===== config.mk =====
export PLATFORM = sky130hd
export DESIGN_NAME = jpeg_mcu_sequencer
export DESIGN_NICKNAME = d
export VERILOG_FILES = /design/src/rtl/jpeg_mcu_sequencer.sv
export SDC_FILE = /design/constraint.sdc
export NUM_CORES = 1
export LEC_CHECK = 0
export ABC_CLOCK_PERIOD_IN_PS = 7500
export BUFFER_PORTS_ARGS = -buffer_cell sky130_fd_sc_hd__buf_2
export CORE_UTILIZATION = 43
export CTS_BUF_LIST = sky130_fd_sc_hd__clkbuf_16
export CTS_CLUSTER_DIAMETER = 30
export CTS_CLUSTER_SIZE = 8
export DETAILED_ROUTE_END_ITERATION = 10
export SYNTH_ARGS = -nofsm -noshare
export SYNTH_HDL_FRONTEND = slang
export SYNTH_SLANG_ARGS = --single-unit

===== constraint.sdc =====
create_clock -name clock -period 7.5 [get_ports clock]
set_input_delay 1.125 -clock clock [delete_from_list [all_inputs] [get_ports clock]]
set_output_delay 1.125 -clock clock [all_outputs]
set_load 0.02 [all_outputs]

===== src/rtl/jpeg_mcu_sequencer.sv =====
// MCU control sequencer for NUM_CH parallel encoder lanes: derives all lane strobes from the
// pixel handshake, buffers each lane's Huffman codes and merges them lane by lane into one stream.
module jpeg_mcu_sequencer #(
  parameter int NUM_CH     = 3,
  parameter int DCT_CYCLES = 16,
  parameter int ZZ_ROWS    = 8,
  parameter int CODE_W     = 16,
  parameter int LEN_W      = 8,
  parameter int FIFO_DEPTH = 16
) (
  input  logic                     clock,
  input  logic                     reset_n,
  input  logic                     enable,
  input  logic                     pix_valid,
  output logic                     pix_ready,
  output logic                     input_1pix_enable,
  output logic                     dct_enable,
  output logic                     dct_end_enable,
  output logic                     zigzag_input_enable,
  output logic                     zigag_enable,
  output logic [7:0]               matrix_row,
  output logic                     Huffman_start,
  input  logic [NUM_CH-1:0]        ch_valid,
  input  logic [NUM_CH-1:0]        ch_last,
  input  logic [NUM_CH*CODE_W-1:0] ch_code,
  input  logic [NUM_CH*LEN_W-1:0]  ch_len,
  output logic                     out_valid,
  input  logic                     out_ready,
  output logic [CODE_W-1:0]        out_code,
  output logic [LEN_W-1:0]         out_len,
  output logic [1:0]               out_ch,
  output logic                     out_last,
  output logic                     busy,
  output logic [15:0]              mcu_count,
  output logic [NUM_CH-1:0]        err_overflow
);
  localparam logic [2:0] S_IDLE = 3'd0;
  localparam logic [2:0] S_LOAD = 3'd1;
  localparam logic [2:0] S_DCT  = 3'd2;
  localparam logic [2:0] S_ZZ   = 3'd3;
  localparam logic [2:0] S_HUFF = 3'd4;

  localparam int          AW       = $clog2(FIFO_DEPTH);
  localparam int          EW       = 1 + LEN_W + CODE_W;
  localparam logic [1:0]  LAST_CH  = 2'(NUM_CH - 1);
  localparam logic [15:0] DCT_LAST = 16'(DCT_CYCLES - 1);
  localparam logic [15:0] ZZ_LAST  = 16'(ZZ_ROWS);

  logic [2:0]  state_reg, state_next;
  logic [15:0] cyc_reg, cyc_next;
  logic [5:0]  pix_cnt_reg;
  logic [1:0]  cur_ch_reg;
  logic [15:0] mcu_count_reg;
  logic        pix_ready_reg, dct_enable_reg, dct_end_reg, zz_input_reg, zig_reg, huff_start_reg;
  logic [7:0]  matrix_row_reg;
  logic        mcu_done, out_hs, sel_valid, sel_last;
  logic [EW-1:0] sel_ent;
  logic [EW-1:0] head_ent [NUM_CH];
  logic [NUM_CH-1:0] fifo_empty;

  assign pix_ready           = pix_ready_reg;
  assign input_1pix_enable   = pix_valid & pix_ready_reg;
  assign dct_enable          = dct_enable_reg;
  assign dct_end_enable      = dct_end_reg;
  assign zigzag_input_enable = zz_input_reg;
  assign zigag_enable        = zig_reg;
  assign matrix_row          = matrix_row_reg;
  assign Huffman_start       = huff_start_reg;
  assign busy                = (state_reg != S_IDLE);
  assign mcu_count           = mcu_count_reg;

  always_comb begin
    state_next = state_reg;
    mcu_done   = 1'b0;
    case (state_reg)
      S_IDLE: if (enable) state_next = S_LOAD;
      S_LOAD: if (input_1pix_enable && pix_cnt_reg == 6'd63) state_next = S_DCT;
      S_DCT:  if (cyc_reg == DCT_LAST) state_next = S_ZZ;
      S_ZZ:   if (cyc_reg == ZZ_LAST) state_next = S_HUFF;
      S_HUFF: if (out_hs && out_last) begin
        mcu_done   = 1'b1;
        state_next = enable ? S_LOAD : S_IDLE;
      end
      default: state_next = S_IDLE;
    endcase
    // Phase-relative cycle index restarts on every state change.
    cyc_next = (state_next == state_reg) ? cyc_reg + 16'd1 : 16'd0;
  end

  // Strobes are computed from the next state so they line up with the state they belong to.
  always_ff @(posedge clock or negedge reset_n) begin
    if (!reset_n) begin
      state_reg      <= S_IDLE;
      cyc_reg        <= '0;
      pix_cnt_reg    <= '0;
      pix_ready_reg  <= 1'b0;
      dct_enable_reg <= 1'b0;
      dct_end_reg    <= 1'b0;
      zz_input_reg   <= 1'b0;
      zig_reg        <= 1'b0;
      matrix_row_reg <= '0;
      huff_start_reg <= 1'b0;
      mcu_count_reg  <= '0;
      cur_ch_reg     <= '0;
    end else begin
      state_reg      <= state_next;
      cyc_reg        <= cyc_next;
      if (input_1pix_enable) pix_cnt_reg <= pix_cnt_reg + 6'd1;
      pix_ready_reg  <= (state_next == S_LOAD);
      dct_enable_reg <= (state_next == S_DCT) && (cyc_next == 16'd0);
      dct_end_reg    <= (state_next == S_DCT) && (cyc_next == DCT_LAST);
      zz_input_reg   <= (state_next == S_ZZ) && (cyc_next == 16'd0);
      zig_reg        <= (state_next == S_ZZ) && (cyc_next != 16'd0);
      matrix_row_reg <= ((state_next == S_ZZ) && (cyc_next != 16'd0)) ? 8'(cyc_next - 16'd1) : 8'd0;
      huff_start_reg <= (state_next == S_HUFF) && (cyc_next == 16'd0);
      if (mcu_done) mcu_count_reg <= mcu_count_reg + 16'd1;
      if (out_hs && sel_last) cur_ch_reg <= (cur_ch_reg == LAST_CH) ? 2'd0 : cur_ch_reg + 2'd1;
    end
  end

  generate
    for (genvar gi = 0; gi < NUM_CH; gi++) begin : g_lane
      logic [EW-1:0] mem [FIFO_DEPTH];
      logic [AW:0]   wr_ptr_reg, rd_ptr_reg;
      logic          err_reg, full, push, pop, wr_ok;

      assign pop   = out_hs && (cur_ch_reg == 2'(gi));
      assign push  = ch_valid[gi];
      assign full  = (wr_ptr_reg[AW] != rd_ptr_reg[AW]) && (wr_ptr_reg[AW-1:0] == rd_ptr_reg[AW-1:0]);
      // A pop in the same cycle frees the slot the write lands in.
      assign wr_ok = push && (!full || pop);
      assign fifo_empty[gi]   = (wr_ptr_reg == rd_ptr_reg);
      assign head_ent[gi]     = mem[rd_ptr_reg[AW-1:0]];
      assign err_overflow[gi] = err_reg;

      always_ff @(posedge clock) begin
        if (wr_ok) mem[wr_ptr_reg[AW-1:0]] <= {ch_last[gi], ch_len[gi*LEN_W +: LEN_W], ch_code[gi*CODE_W +: CODE_W]};
      end

      always_ff @(posedge clock or negedge reset_n) begin
        if (!reset_n) begin
          wr_ptr_reg <= '0;
          rd_ptr_reg <= '0;
          err_reg    <= 1'b0;
        end else begin
          if (wr_ok) wr_ptr_reg <= wr_ptr_reg + 1'b1;
          if (pop) rd_ptr_reg <= rd_ptr_reg + 1'b1;
          if (push && full && !pop) err_reg <= 1'b1;
        end
      end
    end
  endgenerate

  always_comb begin
    sel_ent   = '0;
    sel_valid = 1'b0;
    for (int i = 0; i < NUM_CH; i++) begin
      if (cur_ch_reg == 2'(i)) begin
        sel_ent   = head_ent[i];
        sel_valid = !fifo_empty[i];
      end
    end
  end

  assign sel_last  = sel_ent[EW-1];
  assign out_hs    = sel_valid && out_ready;
  assign out_valid = sel_valid;
  assign out_code  = sel_valid ? sel_ent[CODE_W-1:0] : '0;
  assign out_len   = sel_valid ? sel_ent[CODE_W +: LEN_W] : '0;
  assign out_ch    = cur_ch_reg;
  assign out_last  = sel_valid && sel_last && (cur_ch_reg == LAST_CH);
endmodule


# --- Word level (Yosys, flattened, before mapping) ---
# Memories as Yosys holds them, arrays and structs flattened.
# Cells that the tools add are included.
# W data, S select, Z words.
word_totals:
  memories: 3
  word_cells: 129
  ff_bits: 90
  mem_bits_rw: 1200
  input_bits: 83
  output_inout_bits: 63
op_classes:
  bitwise_logic: 1
  reduce_logical: 43
  eq_ne: 24
  n_mux: 26
  addsub: 11
memory_table:
  columns: ["name", "depth", "word_bits", "rd", "rd_ports_with_merged_regs", "write_ports", "line_no", "rtl"]
  rows:
  - ["g_lane[0].mem", 16, 25, 1, 0, 1, "123", "logic [EW-1:0] mem [FIFO_DEPTH];"]
  - ["g_lane[1].mem", 16, 25, 1, 0, 1, "123", null]
  - ["g_lane[2].mem", 16, 25, 1, 0, 1, "123", null]
op_table:
  columns: ["operator", "count"]
  rows:
  - ["$mux W25", 3]
  - ["$eq A16 B4 Y1 const B", 3]
  - ["$add A16 B1 Y16 const B", 2]
  - ["$mux W16", 2]
  - ["$add A5 B1 Y5 const B", 6]
  - ["$logic_and A1 B1 Y1", 26]
  - ["$logic_not A16 Y1", 1]
  - ["$mux W8", 2]
  - ["$reduce_bool A16 Y1", 1]
  - ["$eq A5 B5 Y1", 3]
  - ["$mux W3", 5]
  - ["$pmux W3 S5", 1]
  - ["$eq A3 B2 Y1 const B", 4]
  - ["$eq A4 B4 Y1", 3]
  - ["$mux W1", 12]
  - ["$logic_not A1 Y1", 9]
  - ["$sub A8 B1 Y8 const B", 1]
  - ["$add A6 B1 Y6 const B", 1]
  - ["$eq A3 B1 Y1 const B", 2]
  - ["$eq A3 B3 Y1 const B", 2]
  - ["$eq A6 B6 Y1 const B", 1]
  - ["$eq A3 B3 Y1", 1]
  - ["$logic_not A3 Y1", 1]
  - ["$logic_or A1 B1 Y1", 3]
  - ["8 further kinds", 10]

# --- Depth between registers and ports, before layout ---
depth:
  depth_word: 15
  mapped_depth: 15
  mapped_depth_nobuf: 13

# --- Least setup slack after synthesis ---
# No wires, ideal clock.
synth_path:
  kind: "input -> register"
  from: "input out_ready"
  to: "memory g_lane[1].mem[3][0] (netlist bit), enable pin"
  n_path_buf: 1
  setup_time_ns: 0.438
  path_slack_ns: 3.592
  arrival_ns: 3.470
  path_stages: 6
  t_required_ns: 7.062
  cell_sequence: "nand2_1 -> and3b_1 -> nor2b_1 -> buf_2 -> nand2_1 -> nor3_1"
synth_via:
  elab_chain_len: 6
synth_rtl:
  columns: ["element", "line_no", "rtl"]
  rows:
  - ["start: declaration", "28", "input logic out_ready,"]
  - ["$logic_and A1 B1 Y1", "166", "assign out_hs = sel_valid && out_ready;"]
  - ["$logic_and A1 B1 Y1", "127", "assign pop = out_hs && (cur_ch_reg == 2'(gi));"]
  - ["$logic_or A1 B1 Y1", "131", "assign wr_ok = push && (!full || pop);"]
  - ["$logic_and A1 B1 Y1", "131", null]
  - ["$mux W1", "137", "if (wr_ok) mem[wr_ptr_reg[AW-1:0]] <= {ch_last[gi], ch_len[gi*LEN_W +: LEN_W], ch_code[gi*CODE_W +: CODE_W]};"]
  - ["$mux W1 (implied by the code)", "137", null]
  - ["end: declaration", "123", null]
# Every way passes these cells.

# --- Worst setup path after layout ---
layout_path:
  from: "register g_lane[1].rd_ptr_reg[1]"
  to: "output out_len[6]"
layout_via:
  elab_chain_len: 5
  elab_cells_between_ends: 8
  cone_classes: "eq/ne (1); mux (5); reduce/logical (1); memory (1)"
layout_rtl:
  columns: ["element", "line_no", "rtl"]
  rows:
  - ["start: declaration", "124", "logic [AW:0] wr_ptr_reg, rd_ptr_reg;"]
  - ["start signal: assignment", "147", "if (pop) rd_ptr_reg <= rd_ptr_reg + 1'b1;"]
  - ["branches (longest 4 deep; another with $mem_v2 Z16 W25)", null, null]
  - ["$mux W8 *", "169", "assign out_len = sel_valid ? sel_ent[CODE_W +: LEN_W] : '0;"]
  - ["end: declaration", "30", "output logic [LEN_W-1:0] out_len,"]
# Mark *: on every way between the ends.

==> run metrics <==
synthesized area per cell 21.8 sq um; DR pass1 iterations 5; clk sinks roughly 1300; met2 wire len 60600 um; WL met3 ~7600 um; worst min path class input pin to async pin; max-cap viol count 0; Worst R2R End matrix_row[4]; Critical Path Slowest Stage Cell dfrtp_4; Overflow after GRT 0; share of cells above drive strength 1 about a third; RSZ-0062 raised after global routing false; via total after detailed routing 24400; WL met1 48500 um; Non-Filler Instances roughly 4300; Psw 0.00759 W; Overall Power approximately 0.025 W; Die X about 350 um; reg2reg path depth 11; fmax 0.171 GHz; reg-to-reg startpoint g_lane[1].rd_ptr_reg[3]; total wire length 120000 um; maximum vdd drop 0.254 mV; top cell type by total area after synthesis edfxtp_1; fill count 8896; delay-heaviest family, CP multiplexers; Buffers & Inverters on Critical Path 2; Pleak 20.4 nW; TritonCTS buffer count between 200 and 250; crit-path max cell delay about 1100 ps; DIE HEIGHT between 300 and 400 um; pre-CTS setup slack 2430 ps; htree depth 4; Max Slew Vio Count 0; startpoint types flip-flop; Mapped Cells 2324; Remaining DRCs 0; Max Fanout on Critical Path 70; Root Driver clkbuf_16; GPL Wtd Cong between 0.7 and 0.8; CTS tree built; synthesized cell area 0.0507 sq mm; CP endpoint out_len[6]; post_cts resized 0; DR top layer met5; EDFF count, synth 1200; Synth Register Bits 1290; die area 0.119 sq mm; Final setup viols 0; worst path setup slack after routing about 1600 ps; yosys warns 0; drt wl/cell around 28 um; Final #Nets 2749; largest net degree at the start of global routing 71; WP data arrival 4740 ps; WP depth 8; FFs w/ async S/R, synth 6.98%; crit path launch g_lane[1].rd_ptr_reg[1]; initial antenna violation count 23; Slew HR 22.8%; area of the multi-input gates 0.0119 sq mm; Ports approximately 150; total track usage 20.4%; drt initial violations roughly 2200; min Tclk post-route 5860 ps; share of the synthesized area in the top cell type 71.1%; setup tns final 0 ps; Final ANT Viol Nets 0; Rows ~130; max reg flops 1200; pwr/cell area approximately 420 mW/mm^2; sequential fraction of the synthesis area roughly three quarters; synth unique cells 60; Post CTS Setup Buffer Count 0; Port Buffers 145; WS Path Type flip-flop to output pin; Final Hold Fails 0; clk buf depth 3; Reg power frac 37.1%; Syn-to-layout area delta 19.6%; syn_nets 2429; Sw Share 30.1%; Post-Place Cells 3938; Initial Util between 40% and 50%; # hold bufs at CTS 0; DP HPWL 66400 um; clock skew 22.5 ps; most frequent cells in the layout edfxtp_1 (1200), mux4_2 (367), clkbuf_16 (234), buf_2 (144), nor2_1 (90); Final Util 52.0%; cell chain of the critical path buf_4, mux4_2, mux4_2, mux2i_1, nor2_1, a21oi_1, nor2_1, buf_2; Vias/cell 5.62; R2R setup slack 2710 ps; Main synth FF type edfxtp_1; register area 0.0383 sq mm; clock latency on the worst-skew pair 790 ps; vias in the first global route 25900; first-pass GRT wire length 176000 um; Required @ worst endpoint 6380 ps; ranking of synthesized cells by area edfxtp_1 (71%), mux4_2 (16%), dfrtp_1 (4.4%), nor2_1 (0.84%), xnor2_1 (0.83%); CP endpoint kind output pin; Worst-Margin Slew 1140 ps; outcome complete, no violations; clock power share 37.0%; core area 0.117 sq mm; Clock transition at path regs around 50 ps; Pint roughly 0.018 W; commonest non-fill, non-tap cell in the layout edfxtp_1; Gate power share between 20% and 30%; fin crit share about four fifths
[area by class of cell]
cell class | instances | share of cell area (%)
flip-flops and latches | 1290 | 63.2
multi-input cells | 887 | 19.7
clock buffers | 234 | 9.66
well taps | 1524 | 3.15
repair buffers | 213 | 2.09
clock inverters | 162 | 2.03
inverters | 24 | 0.149
diodes | 4 | 0.0165
[worst min path at each step]
stage,from,to,depth (start not counted),slack [ps]
2_1_floorplan,g_lane[1].err_reg,g_lane[1].err_reg,1,430
3_3_place_gp,g_lane[1].err_reg,g_lane[1].err_reg,1,440
3_5_place_dp,g_lane[2].err_reg,g_lane[2].err_reg,1,440
4_1_cts,reset_n,g_lane[0].wr_ptr_reg[3],1,280
5_1_grt,reset_n,g_lane[0].wr_ptr_reg[2],1,320
6_report,reset_n,g_lane[0].wr_ptr_reg[2],1,300
[metal layers]
| metal | vias to the layer above | GRT usage [%] |
|---|---|---|
| met4 | 18 | 7.11 |
| li1 | 10300 | - |
| met5 | - | 0 |
| met1 | 13000 | 26.4 |
| met2 | 797 | 34.0 |
| met3 | 204 | 4.72 |
[cell usage after synthesis, types with 6 or more instances]
cell	instances
buf_4	6
nand2_1	47
a211oi_2	6
xnor2_1	48
nor4_1	7
buf_2	40
nand3_1	16
mux4_2	367
buf_1	32
ha_1	22
mux2_2	8
o21a_1	6
mux2i_1	38
nor2_1	114
nand4_1	20
inv_1	24
and2_1	24
dfrtp_1	90
nor2b_1	10
edfxtp_1	1200
nor3_1	25
buf_6	6
o21ai_0	9
a21oi_1	25
or3_1	7
xor2_1	30
and3_1	6
clkbuf_1	38
[power groups by stage]
stage / Clock (W) / Sequential, W / Combinational [W]
final: 0.00933 / 0.00935 / 0.00656
after global routing: 0.00979 / 0.00945 / 0.00693
after CTS: 0.00946 / 0.00938 / 0.00667
after detailed placement: 0 / 0.00950 / 0.00665
after global placement: 0 / 0.00945 / 0.00659
after floorplan: 0 / 0.00899 / 0.00475
[cell families (layout without fill, tap and decap cells)]
logic type | Yosys count | in the layout | share of synthesized area [%]
multiplexers | 413 | 413 | 17.2
AND/OR/NAND/NOR | 300 | 300 | 2.93
AO/OA/AOI/OAI | 74 | 74 | 1.02
buffers and inverters | 147 | 633 | 1.32
flip-flops | 1290 | 1290 | 75.6
other | 0 | 4 | 0
XOR/XNOR | 78 | 78 | 1.35
adder cells (fa/ha/maj) | 22 | 22 | 0.543
[through the flow]
step	instance area [sq um]	hold WS (ps)
after global routing	60600	316
after global placement	53500	440
final	60600	301
after floorplan	50700	429
after detailed placement	53500	443
after CTS	60600	281
(Power assumes the default switching activity.)
